## config.mk

```make
export PLATFORM = sky130hd
export DESIGN_NAME = pong_ball_flat
export DESIGN_NICKNAME = d
export VERILOG_FILES = /design/src/rtl/pong_pkg.sv /design/src/rtl/pong_ball_if.sv /design/src/rtl/game_tick_edge.sv /design/src/rtl/pong_ball.sv /design/src/flat_wrapper.sv
export SDC_FILE = /design/constraint.sdc
export NUM_CORES = 1
export LEC_CHECK = 0
export ABC_AREA = 1
export CORE_MARGIN = 2
export CORE_UTILIZATION = 55
export CTS_CLUSTER_SIZE = 20
export DETAILED_ROUTE_END_ITERATION = 10
export PLACE_DENSITY = 0.81
export SLEW_MARGIN = 20
export SYNTH_ARGS = -nofsm -noshare
export SYNTH_HDL_FRONTEND = slang
export SYNTH_SLANG_ARGS = --single-unit
```

## constraint.sdc

```tcl
create_clock -name clk -period 3.6 [get_ports clk]
set_clock_uncertainty 0.2 [all_clocks]
set_input_delay 0.54 -clock clk [delete_from_list [all_inputs] [get_ports clk]]
set_output_delay 0.54 -clock clk [all_outputs]
set_load 0.01 [all_outputs]
```

## src/rtl/pong_pkg.sv

```systemverilog
// Shared Pong definitions: FSM state, motion direction encodings and the
// default screen/paddle geometry used by the ball, paddle and render blocks.
package pong_pkg;

  typedef enum logic [1:0] {
    IDLE       = 2'd0,
    SERVE_WAIT = 2'd1,
    PLAY       = 2'd2,
    SCORED     = 2'd3
  } state_t;

  typedef enum logic {
    DX_RIGHT = 1'b0,
    DX_LEFT  = 1'b1
  } dx_t;

  typedef enum logic {
    DY_DOWN = 1'b0,
    DY_UP   = 1'b1
  } dy_t;

  localparam int POS_W = 10;
  // One extra bit so sums like x + size + step never wrap.
  localparam int ARITH_W = POS_W + 1;

  localparam int DEF_SCREEN_W      = 640;
  localparam int DEF_SCREEN_H      = 480;
  localparam int DEF_BALL_SIZE     = 8;
  localparam int DEF_PADDLE_W      = 8;
  localparam int DEF_PADDLE_H      = 64;
  localparam int DEF_LEFT_PADDLE_X = 16;
  localparam int DEF_RIGHT_PADDLE_X = 616;
  localparam int DEF_STEP          = 4;
  localparam int DEF_SERVE_TICKS   = 50;

endpackage

```

## src/rtl/pong_ball_if.sv

```systemverilog
// Ball engine signal bundle: game-side controls in, ball position and events out.
interface pong_ball_if;
  import pong_pkg::*;

  logic             gClk;
  logic             serve;
  logic [POS_W-1:0] left_paddle_y;
  logic [POS_W-1:0] right_paddle_y;
  logic [POS_W-1:0] ball_x;
  logic [POS_W-1:0] ball_y;
  logic             ball_active;
  logic             hit_pulse;
  logic             score_left_pulse;
  logic             score_right_pulse;

  modport master (
    output gClk, serve, left_paddle_y, right_paddle_y,
    input  ball_x, ball_y, ball_active, hit_pulse,
           score_left_pulse, score_right_pulse
  );

  modport slave (
    input  gClk, serve, left_paddle_y, right_paddle_y,
    output ball_x, ball_y, ball_active, hit_pulse,
           score_left_pulse, score_right_pulse
  );

endinterface

```

## src/rtl/game_tick_edge.sv

```systemverilog
// Rising-edge detector for the slow game clock level, one clk-wide tick out.
module game_tick_edge (
  input  logic clk,
  input  logic rst,
  input  logic lvl,
  output logic tick
);

  logic lvl_d;

  always_ff @(posedge clk) begin
    if (rst) lvl_d <= 1'b0;
    else     lvl_d <= lvl;
  end

  assign tick = lvl & ~lvl_d;

endmodule

```

## src/rtl/pong_ball.sv

```systemverilog
// Pong ball-motion engine: serve delay, per-tick motion with wall and paddle
// bounces, and one-cycle hit/score event pulses.
module pong_ball
  import pong_pkg::*;
#(
  parameter int SCREEN_W       = DEF_SCREEN_W,
  parameter int SCREEN_H       = DEF_SCREEN_H,
  parameter int BALL_SIZE      = DEF_BALL_SIZE,
  parameter int PADDLE_W       = DEF_PADDLE_W,
  parameter int PADDLE_H       = DEF_PADDLE_H,
  parameter int LEFT_PADDLE_X  = DEF_LEFT_PADDLE_X,
  parameter int RIGHT_PADDLE_X = DEF_RIGHT_PADDLE_X,
  parameter int STEP           = DEF_STEP,
  parameter int SERVE_TICKS    = DEF_SERVE_TICKS
) (
  input  logic        clk,
  input  logic        rst,
  pong_ball_if.slave  bus
);

  localparam int CNT_W = $clog2(SERVE_TICKS + 1);
  localparam logic [CNT_W-1:0] SERVE_LAST = CNT_W'(SERVE_TICKS);

  localparam logic [ARITH_W-1:0] C_W    = ARITH_W'(SCREEN_W);
  localparam logic [ARITH_W-1:0] C_BS   = ARITH_W'(BALL_SIZE);
  localparam logic [ARITH_W-1:0] C_PH   = ARITH_W'(PADDLE_H);
  localparam logic [ARITH_W-1:0] C_STEP = ARITH_W'(STEP);
  localparam logic [ARITH_W-1:0] C_YMAX = ARITH_W'(SCREEN_H - BALL_SIZE);
  localparam logic [ARITH_W-1:0] C_RFACE = ARITH_W'(RIGHT_PADDLE_X);
  localparam logic [ARITH_W-1:0] C_LFACE = ARITH_W'(LEFT_PADDLE_X + PADDLE_W);
  localparam logic [ARITH_W-1:0] C_RSTOP = ARITH_W'(RIGHT_PADDLE_X - BALL_SIZE);
  localparam logic [POS_W-1:0]   CX = POS_W'(SCREEN_W / 2 - BALL_SIZE / 2);
  localparam logic [POS_W-1:0]   CY = POS_W'(SCREEN_H / 2 - BALL_SIZE / 2);

  logic tick;

  game_tick_edge u_tick (
    .clk  (clk),
    .rst  (rst),
    .lvl  (bus.gClk),
    .tick (tick)
  );

  state_t           state, state_n;
  dx_t              dx, dx_n;
  dy_t              dy, dy_n;
  logic [CNT_W-1:0] cnt, cnt_n, cnt_inc;
  logic [POS_W-1:0] ball_x, ball_y, x_n, y_n;
  logic             hit_q, sl_q, sr_q, hit_n, sl_n, sr_n;

  logic [ARITH_W-1:0] xw, yw, lyw, ryw, xs, ys;
  logic               ovl_l, ovl_r;

  always_ff @(posedge clk) begin
    if (rst) begin
      state  <= IDLE;
      dx     <= DX_RIGHT;
      dy     <= DY_DOWN;
      cnt    <= '0;
      ball_x <= CX;
      ball_y <= CY;
      hit_q  <= 1'b0;
      sl_q   <= 1'b0;
      sr_q   <= 1'b0;
    end else begin
      state  <= state_n;
      dx     <= dx_n;
      dy     <= dy_n;
      cnt    <= cnt_n;
      ball_x <= x_n;
      ball_y <= y_n;
      hit_q  <= hit_n;
      sl_q   <= sl_n;
      sr_q   <= sr_n;
    end
  end

  assign xw      = {1'b0, ball_x};
  assign yw      = {1'b0, ball_y};
  assign lyw     = {1'b0, bus.left_paddle_y};
  assign ryw     = {1'b0, bus.right_paddle_y};
  assign cnt_inc = cnt + CNT_W'(1);

  // Overlap is judged on the pre-update y so both axes see the same snapshot.
  assign ovl_l = (yw + C_BS > lyw) && (yw < lyw + C_PH);
  assign ovl_r = (yw + C_BS > ryw) && (yw < ryw + C_PH);

  always_comb begin
    state_n = state;
    dx_n    = dx;
    dy_n    = dy;
    cnt_n   = cnt;
    x_n     = ball_x;
    y_n     = ball_y;
    hit_n   = 1'b0;
    sl_n    = 1'b0;
    sr_n    = 1'b0;
    xs      = xw;
    ys      = yw;

    unique case (state)
      IDLE: begin
        x_n = CX;
        y_n = CY;
        if (bus.serve) begin
          cnt_n   = '0;
          state_n = SERVE_WAIT;
        end
      end

      SERVE_WAIT: begin
        if (tick) begin
          cnt_n = cnt_inc;
          if (cnt_inc == SERVE_LAST) state_n = PLAY;
        end
      end

      PLAY: begin
        if (tick) begin
          if (dy == DY_DOWN) begin
            if (yw + C_STEP >= C_YMAX) begin
              ys   = C_YMAX;
              dy_n = DY_UP;
            end else begin
              ys = yw + C_STEP;
            end
          end else begin
            if (yw <= C_STEP) begin
              ys   = '0;
              dy_n = DY_DOWN;
            end else begin
              ys = yw - C_STEP;
            end
          end

          if (dx == DX_RIGHT) begin
            if ((xw + C_BS <= C_RFACE) && (xw + C_BS + C_STEP >= C_RFACE) && ovl_r) begin
              xs    = C_RSTOP;
              dx_n  = DX_LEFT;
              hit_n = 1'b1;
            end else if (xw + C_BS + C_STEP > C_W) begin
              state_n = SCORED;
            end else begin
              xs = xw + C_STEP;
            end
          end else begin
            if ((xw >= C_LFACE) && (xw <= C_LFACE + C_STEP) && ovl_l) begin
              xs    = C_LFACE;
              dx_n  = DX_RIGHT;
              hit_n = 1'b1;
            end else if (xw < C_STEP) begin
              state_n = SCORED;
            end else begin
              xs = xw - C_STEP;
            end
          end

          // A miss freezes the ball where it was; SCORED recentres it next.
          if (state_n == SCORED) begin
            dy_n = dy;
          end else begin
            x_n = xs[POS_W-1:0];
            y_n = ys[POS_W-1:0];
          end
        end
      end

      SCORED: begin
        x_n     = CX;
        y_n     = CY;
        state_n = IDLE;
        if (dx == DX_RIGHT) begin
          sl_n = 1'b1;
          dx_n = DX_LEFT;
        end else begin
          sr_n = 1'b1;
          dx_n = DX_RIGHT;
        end
      end

      default: state_n = IDLE;
    endcase
  end

  assign bus.ball_x            = ball_x;
  assign bus.ball_y            = ball_y;
  assign bus.ball_active       = (state == PLAY);
  assign bus.hit_pulse         = hit_q;
  assign bus.score_left_pulse  = sl_q;
  assign bus.score_right_pulse = sr_q;

endmodule

```

## src/flat_wrapper.sv

```systemverilog
// flat-port wrapper written by rule: the top's interface ports become plain ports
module pong_ball_flat import pong_pkg::*;
#(
  parameter int SCREEN_W       = DEF_SCREEN_W,
  parameter int SCREEN_H       = DEF_SCREEN_H,
  parameter int BALL_SIZE      = DEF_BALL_SIZE,
  parameter int PADDLE_W       = DEF_PADDLE_W,
  parameter int PADDLE_H       = DEF_PADDLE_H,
  parameter int LEFT_PADDLE_X  = DEF_LEFT_PADDLE_X,
  parameter int RIGHT_PADDLE_X = DEF_RIGHT_PADDLE_X,
  parameter int STEP           = DEF_STEP,
  parameter int SERVE_TICKS    = DEF_SERVE_TICKS
)
  (clk, rst, bus_gClk, bus_serve, bus_left_paddle_y, bus_right_paddle_y, bus_ball_x, bus_ball_y, bus_ball_active, bus_hit_pulse, bus_score_left_pulse, bus_score_right_pulse);
  pong_ball_if bus_i ();
  input  logic clk;
  input  logic rst;
  input wire logic [$bits(bus_i.gClk)-1:0] bus_gClk;
  input wire logic [$bits(bus_i.serve)-1:0] bus_serve;
  input wire logic [$bits(bus_i.left_paddle_y)-1:0] bus_left_paddle_y;
  input wire logic [$bits(bus_i.right_paddle_y)-1:0] bus_right_paddle_y;
  output wire logic [$bits(bus_i.ball_x)-1:0] bus_ball_x;
  output wire logic [$bits(bus_i.ball_y)-1:0] bus_ball_y;
  output wire logic [$bits(bus_i.ball_active)-1:0] bus_ball_active;
  output wire logic [$bits(bus_i.hit_pulse)-1:0] bus_hit_pulse;
  output wire logic [$bits(bus_i.score_left_pulse)-1:0] bus_score_left_pulse;
  output wire logic [$bits(bus_i.score_right_pulse)-1:0] bus_score_right_pulse;
  assign bus_i.gClk = bus_gClk;
  assign bus_i.serve = bus_serve;
  assign bus_i.left_paddle_y = bus_left_paddle_y;
  assign bus_i.right_paddle_y = bus_right_paddle_y;
  assign bus_ball_x = bus_i.ball_x;
  assign bus_ball_y = bus_i.ball_y;
  assign bus_ball_active = bus_i.ball_active;
  assign bus_hit_pulse = bus_i.hit_pulse;
  assign bus_score_left_pulse = bus_i.score_left_pulse;
  assign bus_score_right_pulse = bus_i.score_right_pulse;
  pong_ball #(.SCREEN_W(SCREEN_W), .SCREEN_H(SCREEN_H), .BALL_SIZE(BALL_SIZE), .PADDLE_W(PADDLE_W), .PADDLE_H(PADDLE_H), .LEFT_PADDLE_X(LEFT_PADDLE_X), .RIGHT_PADDLE_X(RIGHT_PADDLE_X), .STEP(STEP), .SERVE_TICKS(SERVE_TICKS)) u_core (.clk(clk), .rst(rst), .bus(bus_i));
endmodule
```

# Word level (Yosys, flattened, before mapping)
# Index checks and enable logic that the tools add are counted.
[word_totals]
input_bits = 24
out_inout_bits = 24
wordCells = 110
regBits = 34
[op_classes]
muxes = 41
eq_ne = 12
bitwise = 6
magnitude_cmp = 12
n_addsub = 10
reduce_logical = 19
[op_table]
columns = ["op", "n"]
rows = [
  ["2-to-1 mux 10 bit", 12],
  ["one-hot mux 10 bit (2 select lines)", 2],
  ["adder 10 x 4 -> 11 bit, second input constant", 2],
  ["adder 10 x 7 -> 11 bit, second input constant", 2],
  ["> comparator 11 x 10 -> 1 bit", 2],
  ["less-than comparator 10 x 11 -> 1 bit", 2],
  ["2-to-1 mux 2 bit", 11],
  ["subtractor 10 x 3 -> 10 bit, second input constant", 2],
  ["2-to-1 mux 6 bit", 2],
  ["one-hot mux 6 bit (2 select lines)", 1],
  ["adder 10 x 3 -> 11 bit, second input constant", 1],
  ["adder 11 x 3 -> 11 bit, second input constant", 1],
  [">= comparator 11 x 10 -> 1 bit, second input constant", 1],
  [">= comparator 11 x 9 -> 1 bit, second input constant", 1],
  ["> comparator 11 x 10 -> 1 bit, second input constant", 1],
  ["less-or-equal comparator 11 x 10 -> 1 bit, second input constant", 1],
  ["2-to-1 mux 1 bit", 11],
  ["adder 10 x 3 -> 10 bit, second input constant", 1],
  [">= comparator 10 x 5 -> 1 bit, second input constant", 1],
  ["less-or-equal comparator 10 x 3 -> 1 bit, second input constant", 1],
  ["less-or-equal comparator 10 x 5 -> 1 bit, second input constant", 1],
  ["less-than comparator 10 x 3 -> 1 bit, second input constant", 1],
  ["AND reduction 3 bit", 3],
  ["one-hot mux 2 bit (4 select lines)", 1],
  ["other kinds (19)", 36],
]

# Depth between registers and ports, before layout
# Gate-level depths: netlist of the first run.
[logic_depth]
depth_word = 13
depth_mapped = 21

# By module
# From an unflattened synthesis of the first run, not the netlist that was laid out.
[hier_totals]
cells_unflattened = 604
hier_area_um2 = 3898.7
[by_module_without_submodules]
columns = ["mod", "area_per_inst_um2", "cells_per_inst", "instances"]
rows = [
  ["pong_ball", 3867.5, 600, 1],
  ["game_tick_edge", 31.3, 4, 1],
]

# Least setup slack after synthesis of the first run
# OpenSTA, ideal clock, no wires.
[synth_path]
path_type = "reg-to-reg"
start = "reg u_core.ball_y[4], in the netlist u_core.bus.ball_y[4]"
end = "reg u_core.ball_y[9], in the netlist u_core.bus.ball_y[9]"
path_buffers = 2
arrival_time_ps = 2574
path_slack_ps = 711
path_stages_with_launch = 21
path_cell_list = "dfxtp_1 buf_2 nand2_1 nor2_4 a31oi_1 a21oi_1 ha_1 nand2_1 nand3b_1 nand3b_1 nand2_1 nand2_1 nor2_1 nand3_4 nand2_4 o21ai_4 nand2_4 buf_6 nand3_1 nand2_1 nor2_1"
[synth_between]
elab_chain_cells = 11
elab_cells_between_ends = 27
cone_classes = "3 x add/sub; 6 x order compare; 2 x eq/ne; 11 x mux; 5 x reduce/logical"
[synth_lines]
columns = ["item", "line", "source"]
rows = [
  ["start: declaration", "pong_ball.sv:48", "logic [POS_W-1:0] ball_x, ball_y, x_n, y_n;"],
  ["start signal: assignment", "pong_ball.sv:71", "ball_y <= y_n;"],
  ["adder 10 x 4 -> 11 bit", "pong_ball.sv:85, pong_ball.sv:86", ""],
  ["> comparator 11 x 10 -> 1 bit, on equally long branches", "pong_ball.sv:86, pong_ball.sv:85", ""],
  ["logical AND 1 bit, on equally long branches", "pong_ball.sv:86, pong_ball.sv:85", ""],
  ["logical AND 1 bit, on equally long branches", "pong_ball.sv:137, pong_ball.sv:147", ""],
  ["2-to-1 mux 2 bit, on equally long branches", "pong_ball.sv:137, pong_ball.sv:147", ""],
  ["2-to-1 mux 2 bit", "pong_ball.sv:136", "if (dx == DX_RIGHT) begin"],
  ["2-to-1 mux 2 bit", "pong_ball.sv:119", "if (tick) begin"],
  ["2-to-1 mux 2 bit", "pong_ball.sv:101", "unique case (state)"],
  ["== test 2 bit", "pong_ball.sv:159", "if (state_n == SCORED) begin"],
  ["inequality test 2 bit (no source line)", "n/a", ""],
  ["AND reduction 3 bit (no source line)", "n/a", ""],
]
# Parallel ways exist; a longest one is shown, timed or not. The select of a mux whose other input is x is not followed.
# A chain may end at the register's enable or synchronous reset.

# Final worst setup path of the first run
[layout_path]
start = "reg u_core.ball_y[4], in the netlist u_core.bus.ball_y[4]"
end = "reg u_core.ball_y[5], in the netlist u_core.bus.ball_y[5]"
# The elaborated chain is that of the path after synthesis.

==> results of run 1 <==
==> state kept, by name (all words and copies together), names as in the netlist, 2 cells and up <==
signal,count
u_core.state,2
u_core.bus.ball_y,8
u_core.bus.ball_x,8
u_core.cnt,6
==> metal layers <==
layer  track usage [%]  vias up  share of wire [%]
li1                  -     2015                  -
met1              33.2     1779                 43
met2              45.9      119                 49
met3              2.75       27                4.8
met4              10.9        0                3.0
met5                 0        -                  0
==> through the flow <==
stage,setup WS [ns],util (%),std cells
final,0.383,65.7,711
after detailed placement,0.133,64.3,703
after CTS,0.268,65.6,711
after global routing,0.0625,65.7,711
after global placement,0.280,64.3,703
after floorplan,0.711,-,585
==> cell type report <==
type                            count  area [µm²]
Clock buffer                        7        86.3
Clock inverter                      1        5.00
Fill cell                         627        2300
Inverter                           64         240
Multi-Input combinational cell    472        2840
Sequential cell                    30         603
Tap cell                           80         100
Timing Repair Buffer               57         536
==> kinds of logic (layout without fill, tap and decap cells) <==
group	after synthesis	count (layout)
other	1	4
AO/OA/AOI/OAI	83	83
adder cells (fa/ha/maj)	56	56
buffers and inverters	83	129
XOR/XNOR	27	27
AND/OR/NAND/NOR	302	302
flip-flops	30	30
==> worst paths after layout <==
| kind | slack, ns | to | cells past startpoint | startpoint |
|---|---|---|---|---|
| setup / recovery | 0.38 | u_core.bus.ball_y[5] | 19 | u_core.bus.ball_y[4] |
| hold / removal | 0.29 | u_core.cnt[5] | 2 | u_core.cnt[5] |
| setup reg to reg | 0.38 | u_core.bus.ball_y[5] | 19 | u_core.bus.ball_y[4] |
| hold reg to reg | 0.29 | u_core.cnt[5] | 2 | u_core.cnt[5] |
==> Yosys cell counts (8+ instances only) <==
library cell  number
ha_1              56
dfxtp_1           30
nor3_1             8
a21oi_1           42
xor2_1            22
nand2_1          129
buf_4              8
nand3_1           63
nor2_1            53
o21ai_0           19
inv_1             61
nand2_2            8
nand4_1           13
==> report_power, final <==
group	switching [mW]	total, mW	internal [mW]
Clock	0.126	0.280	0.154
Sequential	0.170	0.596	0.426
Combinational	1.39	2.33	0.941
Total	1.69	3.21	1.52
==> tightest hold or removal path, cell delays in order (launching register included) <==
cell and delay [ns]:
dfxtp_1 0.33, nand2_1 0.07, a21oi_1 0.05
==> tab_implementation.tex, run 1 <==
\begin{tabular}{lr}
\hline
Metric & Value \\
\hline
\multicolumn{2}{l}{\textbf{Final layout}} \\
\# nets final & 710 \\
Most frequent cells in the layout & nand2\_1 (129), nand3\_1 (63), inv\_1 (60) \\
Most common library cell in the layout ignoring fill and taps & nand2\_1 \\
Ratio of cells with drive above 1 in the final layout & 9.35\% \\
Area growth from synthesis to final layout & 16.7\% \\
Cell area after layout & approximately 0.0044 mm² \\
Antenna diode instance count & 0 \\
\multicolumn{2}{l}{\textbf{Timing}} \\
Worst slew pin tran & 0.671 ns \\
RSZ-0062 raised after global routing & no \\
Worst hold margin & a little under 0.3 ns \\
Total of endpoints with negative setup slack in the final report & 0 \\
Time the worst path needs with I/O delays and setup & between 3 and 4 ns \\
Total Negative Setup Slacks & 0 ns \\
Total count of hold-check failures in the final report & 0 \\
Maximum clock frequency & 311 MHz \\
Relative slew margins & a little under three fifths \\
Period utilization & just under 90\% \\
Number of max-slew violations in the final report & 0 \\
\multicolumn{2}{l}{\textbf{Clock tree}} \\
Number of gates resized after CTS & 0 \\
Post-CTS setup-driven buffer insertion count & 0 \\
Sink Count & 30 \\
Total clock buffers created by CTS & 5 \\
Clock latency on the worst-skew pair & approximately 0.29 ns \\
TritonCTS clock tree & yes \\
Count of hold-fix buffers inserted at cts & 0 \\
Register clock-pin slew on the reported worst setup and hold paths & 0.06 ns \\
Clock tree root driver cell & clkbuf\_8 \\
Total number of H-tree levels & 2 \\
Maximum buffer depth of the clock tree & 2 \\
\multicolumn{2}{l}{\textbf{Critical path}} \\
Worst endpoint data arrival time & approximately 3.2 ns \\
Worst-path cell chain & buf\_4 -> nand2\_1 -> nor2\_4 -> a31oi\_1 -> a21oi\_1 -> ha\_1 -> nand2\_1 -> nand3b\_1 -> nand3b\_1 -> nand2\_1 -> nand2\_1 -> nor2\_2 -> nand3\_4 -> nand2\_4 -> o21ai\_4 -> nand2\_4 -> nand2\_2 -> nand2\_1 -> nand3\_1 \\
Cell type group with the largest total delay on the critical path & simple AND/OR/NAND/NOR gates \\
Peak per-stage delay on the critical path & 0.41 ns \\
Category of the critical setup timing path & flip-flop to flip-flop \\
Element type at the critical path start & flip-flop \\
Kind of end point of the critical path & flip-flop \\
Worst Path Required & 3.54 ns \\
Library cell contributing the largest single delay on the critical path & dfxtp\_1 \\
Crit path buf inv count & 1 \\
Cell occurring most often along the worst timing path & nand2\_1 \\
Crit path max fanout & 17 \\
\multicolumn{2}{l}{\textbf{GRT}} \\
Maximum number of pins on one net before global-route repair & 23 \\
Combined global-route utilization of all metal layers & 26.4\% \\
Initial antenna violation count & 0 \\
Vias in the first global route & approximately 3700 \\
First-pass GRT wire length & 16400 µm \\
Leftover overflow at the end of global routing & 0 \\
\multicolumn{2}{l}{\textbf{Route}} \\
Number of violations reported at the end of detailed-routing iteration 0 & 197 \\
Via Count & 3940 \\
Aggregate routed wire length & $\sim$9500 µm \\
WL/cell & approximately 13 µm \\
First drt pass iteration count & 5 \\
Per-cell via count in the routed design & 5.54 \\
Final antenna-violating net count & 0 \\
Total DRC errors in the routed layout & 0 \\
\multicolumn{2}{l}{\textbf{Logic synthesis}} \\
Post-synthesis adder-cell area fraction & 18.5\% \\
Synthesized area divided by synthesized cell count & 6.50 µm² \\
Post-synthesis xor/xnor area fraction & 6.45\% \\
Number of enable flip-flop cells after synthesis & 0 \\
Synthesized-area fraction occupied by ao, oa, aoi and oai cells & 12.7\% \\
Ys async rst share & 0\% \\
Sequential share of the synthesized area & 15.9\% \\
Post-synthesis simple-gate area fraction & 37.0\% \\
Yosys top cell area share & 18.5\% \\
Mux contribution to synthesized area & 0\% \\
Main flop type after synthesis & dfxtp\_1 \\
Register bit count reported by yosys & 30 \\
Post-synth top area cell & ha\_1 \\
Dominant cells by area after synthesis & ha\_1 (19\%), dfxtp\_1 (16\%), nand2\_1 (13\%) \\
Combined area of all synthesized cells & about 0.0038 mm² \\
Largest family of logic cells by synthesized area & simple AND/OR/NAND/NOR gates \\
Post-synthesis cell count & 582 \\
Synthesis Warnings & 0 \\
Yosys cell types & 42 \\
\multicolumn{2}{l}{\textbf{Floorplan}} \\
Width of the die & 86.9 µm \\
Full die area & 0.00756 mm² \\
Core footprint & 0.00672 mm² \\
Vertical extent of the die & 86.9 µm \\
Starting density of the core & 56.3\% \\
Num ports & 48 \\
Rows & 30 \\
\multicolumn{2}{l}{\textbf{Flow run}} \\
Max-capacitance violation count & 0 \\
\multicolumn{2}{l}{\textbf{Pwr}} \\
Leakage Power & around 2.1 nW \\
Worst voltage drop across the vdd grid & 365 µV \\
Final total power & 3.21 mW \\
Power per cell area & 727 mW/mm² \\
\multicolumn{2}{l}{\textbf{Place}} \\
Placed Instance Area & 0.00432 mm² \\
HPWL after DPL & 7660 µm \\
Number of buffer cells added on primary ports & 43 \\
RePlAce Congestion & 0.920 \\
\multicolumn{2}{l}{\textbf{Min path}} \\
Min-Delay Path Class & flip-flop to flip-flop \\
\multicolumn{2}{l}{\textbf{Outcome}} \\
Status & completed \\
\hline
\end{tabular}
No activity file was read; power rests on OpenSTA's default activity.
==> run 2, diff against run 1 <==
- CAP_MARGIN: not set -> 15
==> results of run 2 <==
Same layout as run 1: the final DEF is identical, and so are final timing and power.
==> run 3, diff against run 2 <==
- CAP_MARGIN: 15 -> 40
- SYNTH_HIERARCHICAL: not set -> 1
==> tab_implementation.tex, run 3 <==
\begin{tabular}{lr}
\hline
Metric & Value \\
\hline
\multicolumn{2}{l}{\textbf{Timing}} \\
Final worst slack & 0.270 ns \\
Time the worst path needs with I/O delays and setup & 3.33 ns \\
Total Negative Setup Slacks & 0 ns \\
Maximum clock frequency & 300 MHz \\
Total of endpoints with negative setup slack in the final report & 0 \\
Worst hold margin & 0.292 ns \\
RSZ-0062 raised after global routing & no \\
Worst slew pin tran & 0.681 ns \\
Number of max-slew violations in the final report & 0 \\
Total count of hold-check failures in the final report & 0 \\
Relative slew margins & 54.1\% \\
Period utilization & 92.5\% \\
\multicolumn{2}{l}{\textbf{Outcome}} \\
Status & completed \\
\multicolumn{2}{l}{\textbf{Clock tree}} \\
Clock tree root driver cell & clkbuf\_8 \\
Number of gates resized after CTS & 0 \\
Post-CTS setup-driven buffer insertion count & 0 \\
Maximum buffer depth of the clock tree & 2 \\
Clock latency on the worst-skew pair & 0.28 ns \\
Count of hold-fix buffers inserted at cts & 0 \\
TritonCTS clock tree & yes \\
Sink Count & 30 \\
Register clock-pin slew on the reported worst setup and hold paths & $\sim$0.06 ns \\
Total clock buffers created by CTS & 5 \\
Total number of H-tree levels & 2 \\
\multicolumn{2}{l}{\textbf{Logic synthesis}} \\
Dominant cells by area after synthesis & ha\_1 (18\%), dfxtp\_1 (15\%), nand2\_1 (14\%) \\
Top post-synthesis cells by count & nand2\_1 (142), nand3\_1 (71), inv\_1 (67) \\
Yosys cell types & 45 \\
Yosys top cell area share & about 18\% \\
Most frequently used cell type in the post-synthesis netlist & nand2\_1 \\
Number of enable flip-flop cells after synthesis & 0 \\
Register bit count reported by yosys & 30 \\
Post-synth top area cell & ha\_1 \\
Combined area of all synthesized cells & roughly 0.0039 mm² \\
Sequential share of the synthesized area & 15.4\% \\
Synthesized area divided by synthesized cell count & $\sim$6.5 µm² \\
Ys async rst share & 0\% \\
Synthesis Warnings & 6 \\
Main flop type after synthesis & dfxtp\_1 \\
Post-synthesis cell count & 604 \\
\multicolumn{2}{l}{\textbf{Place}} \\
HPWL after DPL & 7950 µm \\
RePlAce Congestion & 1.00 \\
Total placed cells including tap cells & 736 \\
Placed Instance Area & 0.00441 mm² \\
Number of buffer cells added on primary ports & 43 \\
Setup WS pre-CTS & 0.105 ns \\
\multicolumn{2}{l}{\textbf{Flow run}} \\
Max-capacitance violation count & 0 \\
\multicolumn{2}{l}{\textbf{Route}} \\
Final antenna-violating net count & 0 \\
Total DRC errors in the routed layout & 0 \\
First drt pass iteration count & 5 \\
WL/cell & 13.9 µm \\
Aggregate routed wire length & between 10000 and 15000 µm \\
Per-cell via count in the routed design & around 5.5 \\
Via Count & 4121 \\
Number of violations reported at the end of detailed-routing iteration 0 & 295 \\
\multicolumn{2}{l}{\textbf{GRT}} \\
Leftover overflow at the end of global routing & 0 \\
Initial antenna violation count & 0 \\
Combined global-route utilization of all metal layers & between 20\% and 30\% \\
First-pass GRT wire length & roughly 17000 µm \\
Maximum number of pins on one net before global-route repair & 22 \\
Vias in the first global route & 3795 \\
\multicolumn{2}{l}{\textbf{Critical path}} \\
Worst Path Required & 3.54 ns \\
Crit path max fanout & 10 \\
Peak per-stage delay on the critical path & 0.48 ns \\
Element type at the critical path start & flip-flop \\
Worst endpoint data arrival time & about 3.3 ns \\
Cell occurring most often along the worst timing path & nand2\_1 \\
Kind of end point of the critical path & flip-flop \\
Beginning of the critical path & u\_core/bus.ball\_y[4] \\
Worst-path cell chain & ha\_1 -> nand2\_1 -> nor2\_1 -> xor2\_1 -> ha\_1 -> nand2\_1 -> inv\_1 -> nand3\_1 -> nor2\_1 -> nor2\_1 -> nand2\_1 -> nand4\_2 -> a21oi\_1 -> o21ai\_2 -> nand2\_4 -> nand2\_2 -> nand2\_1 -> nand3\_1 \\
Beginning of the worst register-to-register path & u\_core/bus.ball\_y[4] \\
Category of the critical setup timing path & flip-flop to flip-flop \\
Library cell contributing the largest single delay on the critical path & dfxtp\_1 \\
\multicolumn{2}{l}{\textbf{Pwr}} \\
Switching fraction of total power & around half \\
Clock Power Share & about 11\% \\
Internal power & 1.54 mW \\
Combinational share of power & 71.0\% \\
Worst voltage drop across the vdd grid & 518 µV \\
Power per cell area & around 700 mW/mm² \\
Net switching component of the power & 1.65 mW \\
Leakage Power & $\sim$2.2 nW \\
Power share of the sequential group & 18.2\% \\
\multicolumn{2}{l}{\textbf{Floorplan}} \\
Starting density of the core & a little under three fifths \\
Rows & 30 \\
Width of the die & 88.2 µm \\
Vertical extent of the die & 88.2 µm \\
Full die area & 0.00778 mm² \\
Core footprint & 0.00683 mm² \\
Num ports & 48 \\
\multicolumn{2}{l}{\textbf{Min path}} \\
Startpoint of the worst hold path & u\_core/bus.ball\_y[3] \\
Min-Delay Path Class & flip-flop to flip-flop \\
\multicolumn{2}{l}{\textbf{Final layout}} \\
Area growth from synthesis to final layout & 16.0\% \\
Most common library cell in the layout ignoring fill and taps & nand2\_1 \\
Antenna diode instance count & 0 \\
Most frequent cells in the layout & nand2\_1 (142), nand3\_1 (71), inv\_1 (67) \\
Area of the multi-input gates & $\sim$0.0029 mm² \\
Largest registers & u\_core/bus.ball\_x: 8 flops, u\_core/bus.ball\_y: 8 flops, u\_core/cnt: 6 flops \\
Fill count & 610 \\
Total area of sequential cells & 601 µm² \\
Fin cells & 743 \\
Cell area after layout & $\sim$0.0045 mm² \\
\# nets final & 726 \\
Ratio of cells with drive above 1 in the final layout & about a tenth \\
\hline
\end{tabular}
==> run 3: changes by cell type in the layout (fill, tap and decap cells not counted), moves of 3 or more <==
cell      change
inv_1         +7
a21o_1        +4
nand3_1       +8
a21oi_1      -18
o211ai_1      -4
nand3_2       +3
nand2_1      +13
a21oi_2       +5
nor2_1        +4
==> run 3: power by group through the flow <==
stage / clock network, mW / logic (mW) / registers, mW
floorplan: 0 / 1.67 / 0.542
global placement: 0 / 2.15 / 0.585
CTS: 0.349 / 2.24 / 0.577
finish: 0.346 / 2.26 / 0.580
detailed placement: 0 / 2.22 / 0.582
global route: 0.366 / 2.54 / 0.595
==> run 3: logic make-up after synthesis <==
group	synth area share, %
buffers and inverters	11.0
AOI/OAI and AO/OA	10.6
other	0.0962
adders and majority gates	17.7
DFF	15.4
and+or+nand+nor	39.4
xor gates and xnor gates	5.84
==> run 3: worst max-delay path, delay by kind of cell (launching register included) <==
| family | cells | cell delay [ns] |
|---|---|---|
| simple gates | 12 | 1.38 |
| flops | 1 | 0.48 |
| fa+ha+maj | 2 | 0.47 |
| compound gates | 2 | 0.35 |
| xor+xnor | 1 | 0.28 |
| buf+inv | 1 | 0.05 |
==> run 3: through the flow <==
step / total power, mW / utilization [%]
after floorplan: 2.21 / -
after global placement: 2.74 / 64.6
after detailed placement: 2.80 / 64.6
after CTS: 3.16 / 66.2
after global routing: 3.51 / 66.2
final: 3.19 / 66.2
==> run 3: path summary, 6_finish.rpt <==
check | end | slack (ns) | cells past startpoint
worst min-delay path | u_core/bus.ball_y[3] | 0.29 | 2
worst max register to register | u_core/bus.ball_y[7] | 0.27 | 18
worst max-delay path | u_core/bus.ball_y[7] | 0.27 | 18
worst min register to register | u_core/bus.ball_y[3] | 0.29 | 2
==> run 3: cell type report <==
type                            instances  share of cell area [%]
Tap cell                               96                    2.66
Timing Repair Buffer                   56                    12.0
Sequential cell                        30                    13.3
Clock buffer                            6                    1.83
Clock inverter                          1                   0.664
Multi-Input combinational cell        483                    63.7
Inverter                               71                    5.89
==> run 3: metal layers <==
layer	track usage, %	wire [µm]	vias up
met1	34.8	4380	1883
met3	4.43	769	14
li1	-	-	2057
met2	49.1	5060	167
met5	0	0	-
met4	5.92	99	0
